<file path="config.mk">
export PLATFORM = sky130hd
export DESIGN_NAME = trap_ctl
export DESIGN_NICKNAME = d
export VERILOG_FILES = /design/src/rtl/rv6_trap_pkg.sv /design/src/rtl/trap_irq_prio.sv /design/src/rtl/trap_ctl.sv
export SDC_FILE = /design/constraint.sdc
export NUM_CORES = 1
export LEC_CHECK = 0
export CAP_MARGIN = 20
export CORE_AREA = 2 2 281 283
export CTS_BUF_LIST = sky130_fd_sc_hd__clkbuf_4 sky130_fd_sc_hd__clkbuf_8
export DETAILED_ROUTE_END_ITERATION = 7
export DIE_AREA = 0 0 283 285
export PLACE_DENSITY = 0.58
export RECOVER_POWER = 50
export SLEW_MARGIN = 25
export SYNTH_ARGS = -nofsm -noshare
export SYNTH_HDL_FRONTEND = slang
export SYNTH_SLANG_ARGS = --single-unit
</file>
<file path="constraint.sdc">
create_clock -name clk -period 4.4 [get_ports clk]
set_input_delay 0.88 -clock clk [delete_from_list [all_inputs] [get_ports clk]]
set_output_delay 0.88 -clock clk [all_outputs]
set_load 0.01 [all_outputs]
</file>
<file path="src/rtl/rv6_trap_pkg.sv">
// rv6_trap_pkg: shared types and constants for the machine-mode trap sequencer.
package rv6_trap_pkg;

  localparam int XLEN = 64;

  // Trap sequencer states
  typedef enum logic [2:0] {
    ST_IDLE  = 3'd0,
    ST_FLUSH = 3'd1,
    ST_SAVE  = 3'd2,
    ST_RET   = 3'd3,
    ST_REDIR = 3'd4
  } trap_state_e;

  // Privilege levels
  localparam logic [1:0] PRIV_U = 2'd0;
  localparam logic [1:0] PRIV_S = 2'd1;
  localparam logic [1:0] PRIV_M = 2'd3;

  // Machine interrupt codes
  localparam logic [5:0] IRQ_MSI = 6'd3;
  localparam logic [5:0] IRQ_MTI = 6'd7;
  localparam logic [5:0] IRQ_MEI = 6'd11;

  // mcause bit that marks an interrupt
  localparam int CAUSE_INT_BIT = 63;

  // Build an interrupt mcause value from a 6-bit interrupt code
  function automatic logic [XLEN-1:0] irq_cause(input logic [5:0] code);
    logic [XLEN-1:0] c;
    c = {58'd0, code};
    c[CAUSE_INT_BIT] = 1'b1;
    return c;
  endfunction

endpackage

</file>
<file path="src/rtl/trap_irq_prio.sv">
// trap_irq_prio: fixed-priority machine interrupt selector, MEI > MSI > MTI.
// Only bits 11, 3 and 7 of the pending&enabled vector take part.
module trap_irq_prio
  import rv6_trap_pkg::*;
(
  input  logic [XLEN-1:0] pend,
  input  logic            en,
  output logic            valid,
  output logic [5:0]      code
);

  logic unused_s;
  assign unused_s = ^{pend[63:12], pend[10:8], pend[6:4], pend[2:0]};

  // Pick the highest-priority pending interrupt when interrupts are globally enabled
  always_comb begin
    valid = 1'b0;
    code  = 6'd0;
    if (!en) begin
      valid = 1'b0;
      code  = 6'd0;
    end else if (pend[11]) begin
      valid = 1'b1;
      code  = IRQ_MEI;
    end else if (pend[3]) begin
      valid = 1'b1;
      code  = IRQ_MSI;
    end else if (pend[7]) begin
      valid = 1'b1;
      code  = IRQ_MTI;
    end else begin
      valid = 1'b0;
      code  = 6'd0;
    end
  end

endmodule

</file>
<file path="src/rtl/trap_ctl.sv">
// trap_ctl: machine-mode trap / mret sequencer (FLUSH -> SAVE|RET -> REDIR).
// Optional feature macro: TRAP_VECTORED_EN (vectored interrupt targets when
// mtvec[1:0]==1); without it mtvec is always used in direct mode.
module trap_ctl
  import rv6_trap_pkg::*;
(
  input  logic            clk,
  input  logic            rst_n,
  input  logic            exc,
  input  logic [XLEN-1:0] exc_cause,
  input  logic [XLEN-1:0] exc_val,
  input  logic            mret,
  input  logic [XLEN-1:0] pc_mem,
  input  logic            stall_mem,
  input  logic [1:0]      priv,
  input  logic            mstatus_mie,
  input  logic            mstatus_mpie,
  input  logic [1:0]      mstatus_mpp,
  input  logic [XLEN-1:0] mip,
  input  logic [XLEN-1:0] mie,
  input  logic [XLEN-1:0] mtvec,
  input  logic [XLEN-1:0] mepc,
  output logic            t_flush,
  output logic            busy,
  output logic            csr_we,
  output logic [XLEN-1:0] mepc_d,
  output logic [XLEN-1:0] mcause_d,
  output logic [XLEN-1:0] mtval_d,
  output logic            mstatus_mie_d,
  output logic            mstatus_mpie_d,
  output logic [1:0]      mstatus_mpp_d,
  output logic [1:0]      priv_d,
  output logic            pc_we,
  output logic [XLEN-1:0] pc_d
);

  trap_state_e     state_r;
  logic            ret_r;
  logic [XLEN-1:0] epc_r;
  logic [XLEN-1:0] cause_r;
  logic [XLEN-1:0] val_r;
  logic [XLEN-1:0] tgt_r;
  logic            mie_r;
  logic            mpie_r;
  logic [1:0]      mpp_r;
  logic [1:0]      priv_r;

  logic            irq_en_s;
  logic [XLEN-1:0] pend_s;
  logic            irq_valid_s;
  logic [5:0]      irq_code_s;
  logic [XLEN-1:0] base_s;
  logic [XLEN-1:0] irq_tgt_s;
  logic            accept_s;

  assign irq_en_s = mstatus_mie | (priv != PRIV_M);
  assign pend_s   = mip & mie;
  assign base_s   = {mtvec[XLEN-1:2], 2'b00};
  assign accept_s = !stall_mem & (exc | mret | irq_valid_s);

  trap_irq_prio u_prio (
    .pend  (pend_s),
    .en    (irq_en_s),
    .valid (irq_valid_s),
    .code  (irq_code_s)
  );

`ifdef TRAP_VECTORED_EN
  // Vectored mode offsets interrupt targets by 4*code; wraps modulo 2^64
  always_comb begin
    irq_tgt_s = base_s;
    if (mtvec[1:0] == 2'b01) begin
      irq_tgt_s = base_s + {56'd0, irq_code_s, 2'b00};
    end else begin
      irq_tgt_s = base_s;
    end
  end
`else
  logic unused_s;
  assign unused_s = ^mtvec[1:0];

  // Direct mode: interrupts share the exception base
  always_comb begin
    irq_tgt_s = base_s;
  end
`endif

  // Sequencer: latch trap context in IDLE, then drive single-cycle registered strobes
  always_ff @(posedge clk or negedge rst_n) begin
    if (!rst_n) begin
      state_r        <= ST_IDLE;
      ret_r          <= 1'b0;
      epc_r          <= 64'd0;
      cause_r        <= 64'd0;
      val_r          <= 64'd0;
      tgt_r          <= 64'd0;
      mie_r          <= 1'b0;
      mpie_r         <= 1'b0;
      mpp_r          <= 2'd0;
      priv_r         <= 2'd0;
      t_flush        <= 1'b0;
      busy           <= 1'b0;
      csr_we         <= 1'b0;
      mepc_d         <= 64'd0;
      mcause_d       <= 64'd0;
      mtval_d        <= 64'd0;
      mstatus_mie_d  <= 1'b0;
      mstatus_mpie_d <= 1'b0;
      mstatus_mpp_d  <= 2'd0;
      priv_d         <= 2'd0;
      pc_we          <= 1'b0;
      pc_d           <= 64'd0;
    end else begin
      // Strobes are pulses and data is only meaningful under its strobe
      t_flush        <= 1'b0;
      csr_we         <= 1'b0;
      pc_we          <= 1'b0;
      mepc_d         <= 64'd0;
      mcause_d       <= 64'd0;
      mtval_d        <= 64'd0;
      mstatus_mie_d  <= 1'b0;
      mstatus_mpie_d <= 1'b0;
      mstatus_mpp_d  <= 2'd0;
      priv_d         <= 2'd0;
      pc_d           <= 64'd0;
      case (state_r)
        ST_IDLE: begin
          busy <= 1'b0;
          if (accept_s) begin
            state_r <= ST_FLUSH;
            t_flush <= 1'b1;
            busy    <= 1'b1;
            mie_r   <= mstatus_mie;
            mpie_r  <= mstatus_mpie;
            mpp_r   <= mstatus_mpp;
            priv_r  <= priv;
            if (exc) begin
              ret_r   <= 1'b0;
              epc_r   <= pc_mem;
              cause_r <= exc_cause;
              val_r   <= exc_val;
              tgt_r   <= base_s;
            end else if (mret) begin
              // mcause/mtval keep the last trap's values, i.e. the CSR contents
              ret_r   <= 1'b1;
              epc_r   <= mepc;
              tgt_r   <= mepc;
            end else begin
              // Interrupted instruction re-executes, so mepc is its own PC
              ret_r   <= 1'b0;
              epc_r   <= pc_mem;
              cause_r <= irq_cause(irq_code_s);
              val_r   <= 64'd0;
              tgt_r   <= irq_tgt_s;
            end
          end else begin
            state_r <= ST_IDLE;
          end
        end
        ST_FLUSH: begin
          busy     <= 1'b1;
          csr_we   <= 1'b1;
          mepc_d   <= epc_r;
          mcause_d <= cause_r;
          mtval_d  <= val_r;
          if (ret_r) begin
            state_r        <= ST_RET;
            mstatus_mie_d  <= mpie_r;
            mstatus_mpie_d <= 1'b1;
            mstatus_mpp_d  <= PRIV_U;
            priv_d         <= mpp_r;
          end else begin
            state_r        <= ST_SAVE;
            mstatus_mie_d  <= 1'b0;
            mstatus_mpie_d <= mie_r;
            mstatus_mpp_d  <= priv_r;
            priv_d         <= PRIV_M;
          end
        end
        ST_SAVE, ST_RET: begin
          state_r <= ST_REDIR;
          busy    <= 1'b1;
          pc_we   <= 1'b1;
          pc_d    <= tgt_r;
        end
        ST_REDIR: begin
          state_r <= ST_IDLE;
          busy    <= 1'b0;
        end
        default: begin
          state_r <= ST_IDLE;
          busy    <= 1'b0;
        end
      endcase
    end
  end

endmodule

</file>
==> results of run 1 <==
==> layout by cell type (no fill, tap or decap), types with 3 or more instances in the layout <==
master | Yosys | routed
dfrtp_1 | 531 | 530
clkdlybuf4s50_1 | 0 | 599
and2_0 | 0 | 15
buf_12 | 0 | 9
bufinv_16 | 0 | 3
and2_1 | 129 | 112
a22o_1 | 124 | 124
nand2_1 | 10 | 10
diode_2 | 0 | 5
a21oi_1 | 376 | 376
and3_1 | 195 | 195
o22a_1 | 3 | 3
mux2_1 | 6 | 6
o21a_1 | 3 | 3
clkbuf_8 | 0 | 121
clkbuf_4 | 0 | 28
o21ai_1 | 5 | 5
clkinv_2 | 0 | 8
buf_4 | 0 | 19
inv_1 | 3 | 3
clkbuf_1 | 109 | 9
clkbuf_2 | 0 | 4
==> cell families (layout without fill, tap and decap cells) <==
| family | count (synthesis) | count (layout) | share of synthesized area (%) |
|---|---|---|---|
| other | 0 | 5 | 0 |
| AND/OR/NAND/NOR | 348 | 348 | 11.27 |
| buffers and inverters | 145 | 809 | 3.035 |
| flip-flops | 531 | 531 | 69.16 |
| AO/OA/AOI/OAI | 519 | 519 | 16.18 |
| multiplexers | 6 | 6 | 0.3517 |
==> power groups by stage <==
| stage | combinational, mW | clock, mW | sequential [mW] |
|---|---|---|---|
| 5_1_grt | 6.68 | 5.36 | 7.88 |
| 3_5_place_dp | 6.20 | 0 | 7.73 |
| 6_report | 6.11 | 4.96 | 7.66 |
| 4_1_cts | 6.23 | 5.14 | 7.67 |
| 3_3_place_gp | 6.11 | 0 | 7.68 |
| 2_1_floorplan | 2.72 | 0 | 7.84 |
==> final cells by class <==
cell class                      count  area [um2]
Antenna cell                        5       12.51
Clock buffer                      149        1876
Clock inverter                     16       193.9
Fill cell                        7555       49490
Inverter                            3       11.26
Multi-Input combinational cell    873        5394
Sequential cell                   531       13290
Tap cell                         1050        1314
Timing Repair Buffer              641        6387
==> worst min-delay path by stage <==
stage | start | endpoint | slack [ns]
after floorplan | mie_r$_DFFE_PN0P_ | mstatus_mpie_d$_DFF_PN0_ | 0.44
final | rst_n | val_r[62]$_DFFE_PN0P_ | 0.12
after global placement | mie_r$_DFFE_PN0P_ | mstatus_mpie_d$_DFF_PN0_ | 0.45
after global routing | rst_n | val_r[62]$_DFFE_PN0P_ | 0.07
after CTS | rst_n | mcause_d[33]$_DFF_PN0_ | 0.29
after detailed placement | tgt_r[17]$_DFFE_PN0P_ | pc_d[17]$_DFF_PN0_ | 0.46
==> registers in the layout, summed over array words and instances (netlist names), 64 cells and up <==
| name | count |
|---|---|
| cause_r | 64 |
| epc_r | 64 |
| mcause_d | 64 |
| mepc_d | 64 |
| mtval_d | 64 |
| pc_d | 64 |
| tgt_r | 64 |
| val_r | 64 |
==> synthesized netlist by cell type (all sizes together), types with 2 or more instances <==
cell,number
a21o,2
a21oi,376
a22o,124
a31oi,2
and2,129
and3,195
buf,33
clkbuf,109
dfrtp,531
inv,3
mux2,6
nand2,10
nand3,2
nor2,2
nor2b,3
nor4,2
o21a,3
o21ai,6
o22a,3
==> routing by layer <==
layer,up-vias,wire length [um],track usage (%)
met4,10,1786,5.372
met1,7496,27300,20.19
met2,594,30370,25.15
li1,6681,-,-
met3,121,5835,5.936
met5,-,63,0
==> metrics by stage <==
step / std cells / hold slack, ns
6_report: 3268 / 0.1164
5_1_grt: 3264 / 0.06563
4_1_cts: 3262 / 0.2892
3_5_place_dp: 3097 / 0.4636
3_3_place_gp: 3097 / 0.4524
2_1_floorplan: 1549 / 0.4440
==> out/qor.yml, run 1 <==
finish.utilization_pct: 36.53
synth_area_leaders: "dfrtp_1 (69%), a21oi_1 (9.8%), and3_1 (6.3%)"
yosys.cell_types.count: 30
power_frac_clock_pct: 26.5
fin_ws_ns: 1.176
finalSetupViolations: 0
io_buffers: 600
synth_cells: 1549
slowest_delay_ns: 1.19
die-area_um2: 80660
design_area_um2: 28480
power_density_nw_per_um2: 657.8
crit_family: "buffers and inverters"
yosys.area.top_type_share_pct: 69.16
dr.pass1.iters: 5
rsz0062_at_grt: "false"
fin_crit_sh_pct: 73.28
rows: 103
required_ns: 4.96
clock_skew_ns: 0.04533
grt_start_max_net_pins: 115
worst-path-stages: 3
critPathLaunchType: "register"
fmax_mhz: 310.1
tns_ns: 0
maxCapViolations: 4
path_class: "reg2reg"
p_switching_mw: 6.132
slew_headroom_pct: -19.70
hold_class: "in2async"
routed_wl_mm: 65.36
async_reset_ff_share_pct: 100.0
cp-end-kind: "register"
drc: 0
ys_seq_area_share_pct: 69.16
swShare_pct: 32.73
rr_startpoint: "state_r[0]$_DFF_PN0_"
cts.sinks: 531
final_max_slew_viol_count: 199
ys_warn_count: 0
start_util_pct: 24.64
via_count: 14900
p_leak_nw: 12.95
wl_per_cell_um: 20.00
peakVddDrop_mv: 0.2607
cts_made_buffers: 92
crit_chain: "clkbuf_2, buf_4, and3_1"
startpoint: "state_r[0]$_DFF_PN0_"
layout_min_cycle_time_ns: 3.224
root_buffer: "clkbuf_8"
status: "finished with violations"
worst_pin_slew_ns: 1.795
combPwrFrac_pct: 32.6
num_io_pins: 725
tritoncts: "yes"
path_buf_inv: 2
die_x_um: 283
grt_overflow: 0
post-cts-setup-buffer-count: 0
dpl.hpwl_mm: 43.78
place_ws_ns: 1.007
syn_to_final_growth_pct: 48.24
grt_use_total_pct: 15.96
antenna_found_initial: 9
worstRegToRegCells: 3
final_nets: 2601
ctsResizeCount: 0
synth_seq_cells: 531
p_seq_share_pct: 40.9
worst_ep_arrival_time_ns: 3.78
place_area_um2: 26470
ant_nets: 0
grt_pass1_vias: 15880
cts-htree-levels: 3
clk_latency_ns: 0.67
vias_per_cell: 4.560
syn_area_um2: 19210
clockBufferDepth: 3
endpoint: "mtval_d[5]$_DFF_PN0_"
gp_congestion: 0.8565
synth_area_leader_cell: "dfrtp_1"
dieHeight_um: 285
final_hold_viol_count: 0
cts_hold_buf: 0
final_layout_size_suffix_gt1_share_pct: 9.354
syn-num-nets: 2008
core_area_um2: 77970
violations: "capacitance limit, slew limit"
clk_pin_slew_ns: 0.06
reg2reg_slack_ns: 1.18
rr_endpoint: "mtval_d[5]$_DFF_PN0_"
grt_pass1_wl_mm: 99.44
first_iter_violations: 789
cp_max_fo: 76
cp_slowest_cell: "clkbuf_2"
synth_ff_type: "dfrtp_1"
p_int_mw: 12.60
synth-edff-count: 0
power.total_mw: 18.73
postSynthAreaPerCell_um2: 12.40
Note: power is estimated with default switching activity, not from simulation.
==> run 2, diff against run 1 <==
- PLACE_DENSITY: 0.58 -> 0.6
- clock period: 4.4 -> 2.65 ns (I/O delays scaled with it)
==> run 2 against run 1 <==
Compared with the run above:
- the flow now finishes without violations
- die area stayed put
- sequential share of layout area is 0.41 points lower
- clock power is 59% higher
- final cell count is 0.64% higher
- maximum frequency is 36% higher
- sequential power is 64% higher
- critical path depth stayed put
- wire length is 0.56% lower
- clock skew is 0.0070 ns lower
- power is 66% higher
- worst setup slack worse by 0.90 ns
- combinational power is 73% higher
- largest power group unchanged
==> out/qor.yml, run 2 (synthesized netlist as in run 1, its figures left out) <==
status: "complete, no violations"
placedCellCount: 3128  # +1.0%
fin_crit_sh_pct: 89.43  # +16 points
first_iter_violations: 895  # +13%
routed_wl_mm: 64.99  # -0.56%
design_area_um2: 28730  # +0.88%
final_max_slew_viol_count: 0  # -100%
place_area_um2: 26810  # +1.3%
critPathLaunchType: "register"
rows: 103  # unchanged
final_nets: 2631  # +1.2%
finish.utilization_pct: 36.85  # +0.32 points
root_buffer: "clkbuf_8"
die_x_um: 283  # unchanged
io_buffers: 600  # unchanged
grt_use_total_pct: 15.89  # -0.062 points
wl_per_cell_um: 19.76  # -1.2%
final_layout_size_suffix_gt1_share_pct: 10.42  # +1.1 points
grt_start_max_net_pins: 167  # +45%
num_io_pins: 725  # unchanged
p_leak_nw: 13.10  # +1.2%
dpl.hpwl_mm: 44.57  # +1.8%
fillCellCount: 7512  # -0.57%
gp_congestion: 0.8484  # -0.95%
fmax_mhz: 422.0  # +36%
via_count: 14880  # -0.14%
worst_ep_arrival_time_ns: 2.91  # -0.87 ns
cts-htree-levels: 3  # unchanged
peakVddDrop_mv: 0.7646  # +190%
regArea_um2: 13290  # unchanged
cp_max_fo: 26  # -66%
worst_pin_slew_ns: 1.320  # -0.4755 ns
die-area_um2: 80660  # unchanged
post-cts-setup-buffer-count: 0  # unchanged
final_cell_mix: "clkdlybuf4s50_1 (599), dfrtp_1 (530), a21oi_1 (376)"
power_density_nw_per_um2: 1081  # +64%
tritoncts: "yes"
cts.sinks: 531  # unchanged
dr.pass1.iters: 5  # unchanged
clock_skew_ns: 0.03829  # -0.007031 ns
required_ns: 3.19  # -1.77 ns
rsz0062_at_grt: "false"
cp-end-kind: "register"
layout_min_cycle_time_ns: 2.370  # -0.8546 ns
clockBufferDepth: 3  # unchanged
final_common_cell: "clkdlybuf4s50_1"
start_util_pct: 24.64  # unchanged
grt_pass1_wl_mm: 98.99  # -0.45%
final_hold_viol_count: 0  # unchanged
syn_to_final_growth_pct: 49.55
clk_pin_slew_ns: 0.07  # about the same
hold_class: "in2reg"
maxCapViolations: 0  # -4
path_class: "reg2reg"
finalSetupViolations: 0  # unchanged
grt_overflow: 0  # unchanged
clk_latency_ns: 0.68  # about the same
core_area_um2: 77970  # unchanged
slew_headroom_pct: 12.00  # +32 points
tns_ns: 0  # unchanged
antenna_found_initial: 9  # unchanged
cts_made_buffers: 91  # -1.1%
dieHeight_um: 285  # unchanged
final_cells: 3289  # +0.64%
ant_nets: 0  # unchanged
drc: 0  # unchanged
grt_pass1_vias: 15930  # +0.33%
multi_input_area_um2: 5389  # about the same
vias_per_cell: 4.524  # -0.78%
-- run 2: changes by cell type in the layout (fill, tap and decap cells not counted), moves of 6 or more --
cell / previous run / this run
and2_0: 15 / 7
and2_1: 112 / 120
buf_12: 9 / 19
buf_4: 19 / 44
clkbuf_8: 121 / 115
-- run 2: layout make-up --
type / instances / area share, %
sequential: 531 / 46.26
timing repair buffer: 672 / 23.53
multi-input combinational: 873 / 18.76
clock buffer: 144 / 6.267
tap: 1050 / 4.573
clock inverter: 14 / 0.5574
inverter: 3 / 0.03919
antenna: 2 / 0.01742
-- run 2: per-stage QoR --
| stage | hold WS [ns] | setup WS (ns) | power, mW |
|---|---|---|---|
| floorplan | 0.2344 | 0.7664 | 17.53 |
| global placement | 0.4544 | 0.2242 | 23.23 |
| finish | 0.4579 | 0.2802 | 31.07 |
| detailed placement | 0.4653 | 0.1953 | 23.50 |
| CTS | 0.3014 | 0.1203 | 31.62 |
| global route | 0.3827 | 0.08136 | 33.02 |
-- run 2: final timing paths --
| kind | startpoint | cells after the start | slack (ns) | to |
|---|---|---|---|---|
| min | exc_val[35] | 2 | 0.46 | val_r[35]$_DFFE_PN0P_ |
| max reg2reg | state_r[1]$_DFF_PN0_ | 3 | 0.28 | mepc_d[62]$_DFF_PN0_ |
| max in group asynchronous | rst_n | 3 | 0.41 | epc_r[36]$_DFFE_PN0P_ |
| min reg2reg | mie_r$_DFFE_PN0P_ | 1 | 0.47 | mstatus_mpie_d$_DFF_PN0_ |
| min in group asynchronous | rst_n | 2 | 0.70 | mcause_d[9]$_DFF_PN0_ |
| max | state_r[1]$_DFF_PN0_ | 3 | 0.28 | mepc_d[62]$_DFF_PN0_ |
-- run 2: worst max-delay path, stage by stage (launching register included) --
cell	delay (ns)
dfrtp_1	0.44
nor2_1	0.33
clkbuf_1	1.00
and3_1	0.46
-- run 2: what timing repair did --
action / in CTS / in global routing
hold buffers: 1 / 0
resized for setup: 0 / 0
endpoints found under the hold margin: 22 / 0
-- run 2: report_power, final --
part / total, mW / internal [mW] / switching, mW / leakage, nW
combinational: 10.6 / 5.13 / 5.46 / 5.30
sequential: 12.6 / 11.3 / 1.34 / 6.77
clock: 7.87 / 4.50 / 3.37 / 1.04
-- run 2: routing by layer --
metal | up-vias | part of all wire (%) | global-route usage, %
met5 | - | 0.058 | 0
met4 | 6 | 2.7 | 5.878
met3 | 107 | 8.5 | 5.288
met2 | 618 | 46 | 24.64
met1 | 7430 | 43 | 20.65
li1 | 6720 | - | -
==> run 3, diff against run 2 <==
- CAP_MARGIN: 20 -> default
- CELL_PAD_IN_SITES_DETAIL_PLACEMENT: default -> 1
- CELL_PAD_IN_SITES_GLOBAL_PLACEMENT: default -> 1
- CORE_AREA: 2 2 281 283 -> 2 2 279 281
- DIE_AREA: 0 0 283 285 -> 0 0 281 283
- PLACE_DENSITY: 0.6 -> 0.72
==> run 3 against run 2 <==
Compared with the run above:
- the run now ends with capacitance limit, slew limit left
- sequential share of layout area grew 0.17 points
- utilization grew 0.47 points
- critical path depth shrank 2
- critical endpoint is now csr_we
- flip-flop and latch count is the same
- maximum frequency grew 0.23%
- clock power grew 2%
- largest cell class unchanged
- via count grew 1.5%
- combinational power is essentially flat
==> out/qor.yml, run 3 (synthesized netlist as in run 1, its figures left out) <==
multi_input_area_um2: 5389  # unchanged
power_density_nw_per_um2: 1092  # +0.99%
whs_ns: 0.4546  # -0.003274 ns
dr.pass1.iters: 4  # -1
place_ws_ns: 0.09723  # -0.09809 ns
hold_class: "in2reg"
final_layout_size_suffix_gt1_share_pct: 10.00  # -0.41 points
clk_latency_ns: 0.67  # about the same
start_util_pct: 25.05  # +0.41 points
fin_crit_sh_pct: 89.22  # -0.20 points
power.total_mw: 31.27  # +0.63%
p_leak_nw: 13.02  # -0.61%
required_ns: 2.12  # -1.07 ns
gp_congestion: 0.8392  # -1.1%
fillCellCount: 8242  # +9.7%
grt_pass1_vias: 17030  # +6.9%
status: "finished with violations"
drc: 0  # unchanged
violations: "capacitance limit, slew limit"
path_buf_inv: 1  # unchanged
cp_max_fo: 5  # -81%
io_buffers: 600  # unchanged
antenna_found_initial: 13  # +4
syn_to_final_growth_pct: 49.01
final_cell_mix: "clkdlybuf4s50_1 (599), dfrtp_1 (530), a21oi_1 (376)"
clockBufferDepth: 3  # unchanged
first_iter_violations: 779  # -13%
tritoncts: "yes"
clock_skew_ns: 0.03838  # +0.00008540 ns
finalSetupViolations: 0  # unchanged
fmax_mhz: 422.9  # +0.23%
crit_chain: "clkdlybuf4s50_1"
final_common_cell: "clkdlybuf4s50_1"
ctsResizeCount: 0  # unchanged
fin_ws_ns: 0.2856  # +0.005375 ns
tns_ns: 0  # unchanged
ant_nets: 0  # unchanged
die_x_um: 281  # -0.71%
grt_start_max_net_pins: 194  # +16%
grt_overflow: 0  # unchanged
placedCellCount: 3108  # -0.64%
clk_pin_slew_ns: 0.06  # about the same
cts_made_buffers: 90  # -1.1%
cp_slowest_cell: "clkdlybuf4s50_1"
cp-end-kind: "output pin"
final_hold_viol_count: 0  # unchanged
final_cells: 3272  # -0.52%
worst_pin_slew_ns: 1.656  # +0.3356 ns
num_io_pins: 725  # unchanged
peakVddDrop_mv: 0.7501  # -1.9%
wl_per_cell_um: 21.37  # +8.1%
cts.sinks: 531  # unchanged
layout_min_cycle_time_ns: 2.364  # -0.005375 ns
final_max_slew_viol_count: 114  # +114
root_buffer: "clkbuf_8"
vias_per_cell: 4.617  # +2.0%
core_area_um2: 76700  # -1.6%
final_nets: 2620  # -0.42%
crit_family: "buffers and inverters"
routed_wl_mm: 69.92  # +7.6%
die-area_um2: 79520  # -1.4%
rows: 102  # -0.97%
cts-htree-levels: 3  # unchanged
slew_headroom_pct: -10.37  # -22 points
dieHeight_um: 283  # -0.70%
path_class: "reg2out"
rsz0062_at_grt: "false"
grt_pass1_wl_mm: 105.8  # +6.9%
slowest_delay_ns: 0.72  # -0.28 ns
grt_use_total_pct: 17.43  # +1.5 points
worst_ep_arrival_time_ns: 1.83  # -1.08 ns
dpl.hpwl_mm: 48.14  # +8.0%
regArea_um2: 13290  # unchanged
via_count: 15110  # +1.5%
maxCapViolations: 2  # +2
critPathLaunchType: "register"
==> run 3: changes by cell type in the layout (fill, tap and decap cells not counted), sizes merged <==
cell / change
bufinv: +2
clkbuf: +10
clkinvlp: -2
buf: -22
diode: +1
clkinv: +4
==> run 3: what timing repair did <==
| action | CTS | global route |
|---|---|---|
| hold endpoints to repair | 38 | 0 |
| hold buffers | 1 | 0 |
| setup buffers | 0 | 0 |
==> run 3: layer usage <==
metal	global-route usage [%]	vias up	share of wire, %
li1	-	6703	-
met4	6.778	14	3.3
met1	20.83	7723	40
met2	28.78	518	48
met3	5.921	148	8.5
met5	0	-	0.14
==> run 3: layout make-up <==
class | count | share of cell area (%)
Antenna cell | 3 | 0.02622
Clock buffer | 142 | 6.149
Clock inverter | 18 | 0.8304
Inverter | 3 | 0.03934
Multi-Input combinational cell | 873 | 18.82
Sequential cell | 531 | 46.43
Tap cell | 1040 | 4.545
Timing Repair Buffer | 662 | 23.16
==> run 3: path summary, 6_finish.rpt <==
path                       slack (ns)                       to              startpoint  cells after the start
min                              0.45    val_r[24]$_DFFE_PN0P_             exc_val[24]                      2
max reg2reg                      0.33           busy$_DFF_PN0_    state_r[1]$_DFF_PN0_                      3
max in group asynchronous        0.34  cause_r[48]$_DFFE_PN0P_                   rst_n                      3
max                              0.29                   csr_we    state_r[1]$_DFF_PN0_                      1
min reg2reg                      0.47   cause_r[2]$_DFFE_PN0P_  cause_r[2]$_DFFE_PN0P_                      2
min in group asynchronous        0.77   mcause_d[14]$_DFF_PN0_                   rst_n                      2
==> run 3: stage by stage <==
stage                     cell area (um2)  utilization, %
final                               28630           37.32
after CTS                           28780           37.53
after global placement              26770           34.91
after global routing                28620           37.32
after floorplan                     19210               -
after detailed placement            26770           34.91
==> run 3: power breakdown <==
group | switching [mW] | internal, mW
clock network | 3.43 | 4.63
logic | 5.49 | 5.01
registers | 1.44 | 11.3
total | 10.4 | 20.9
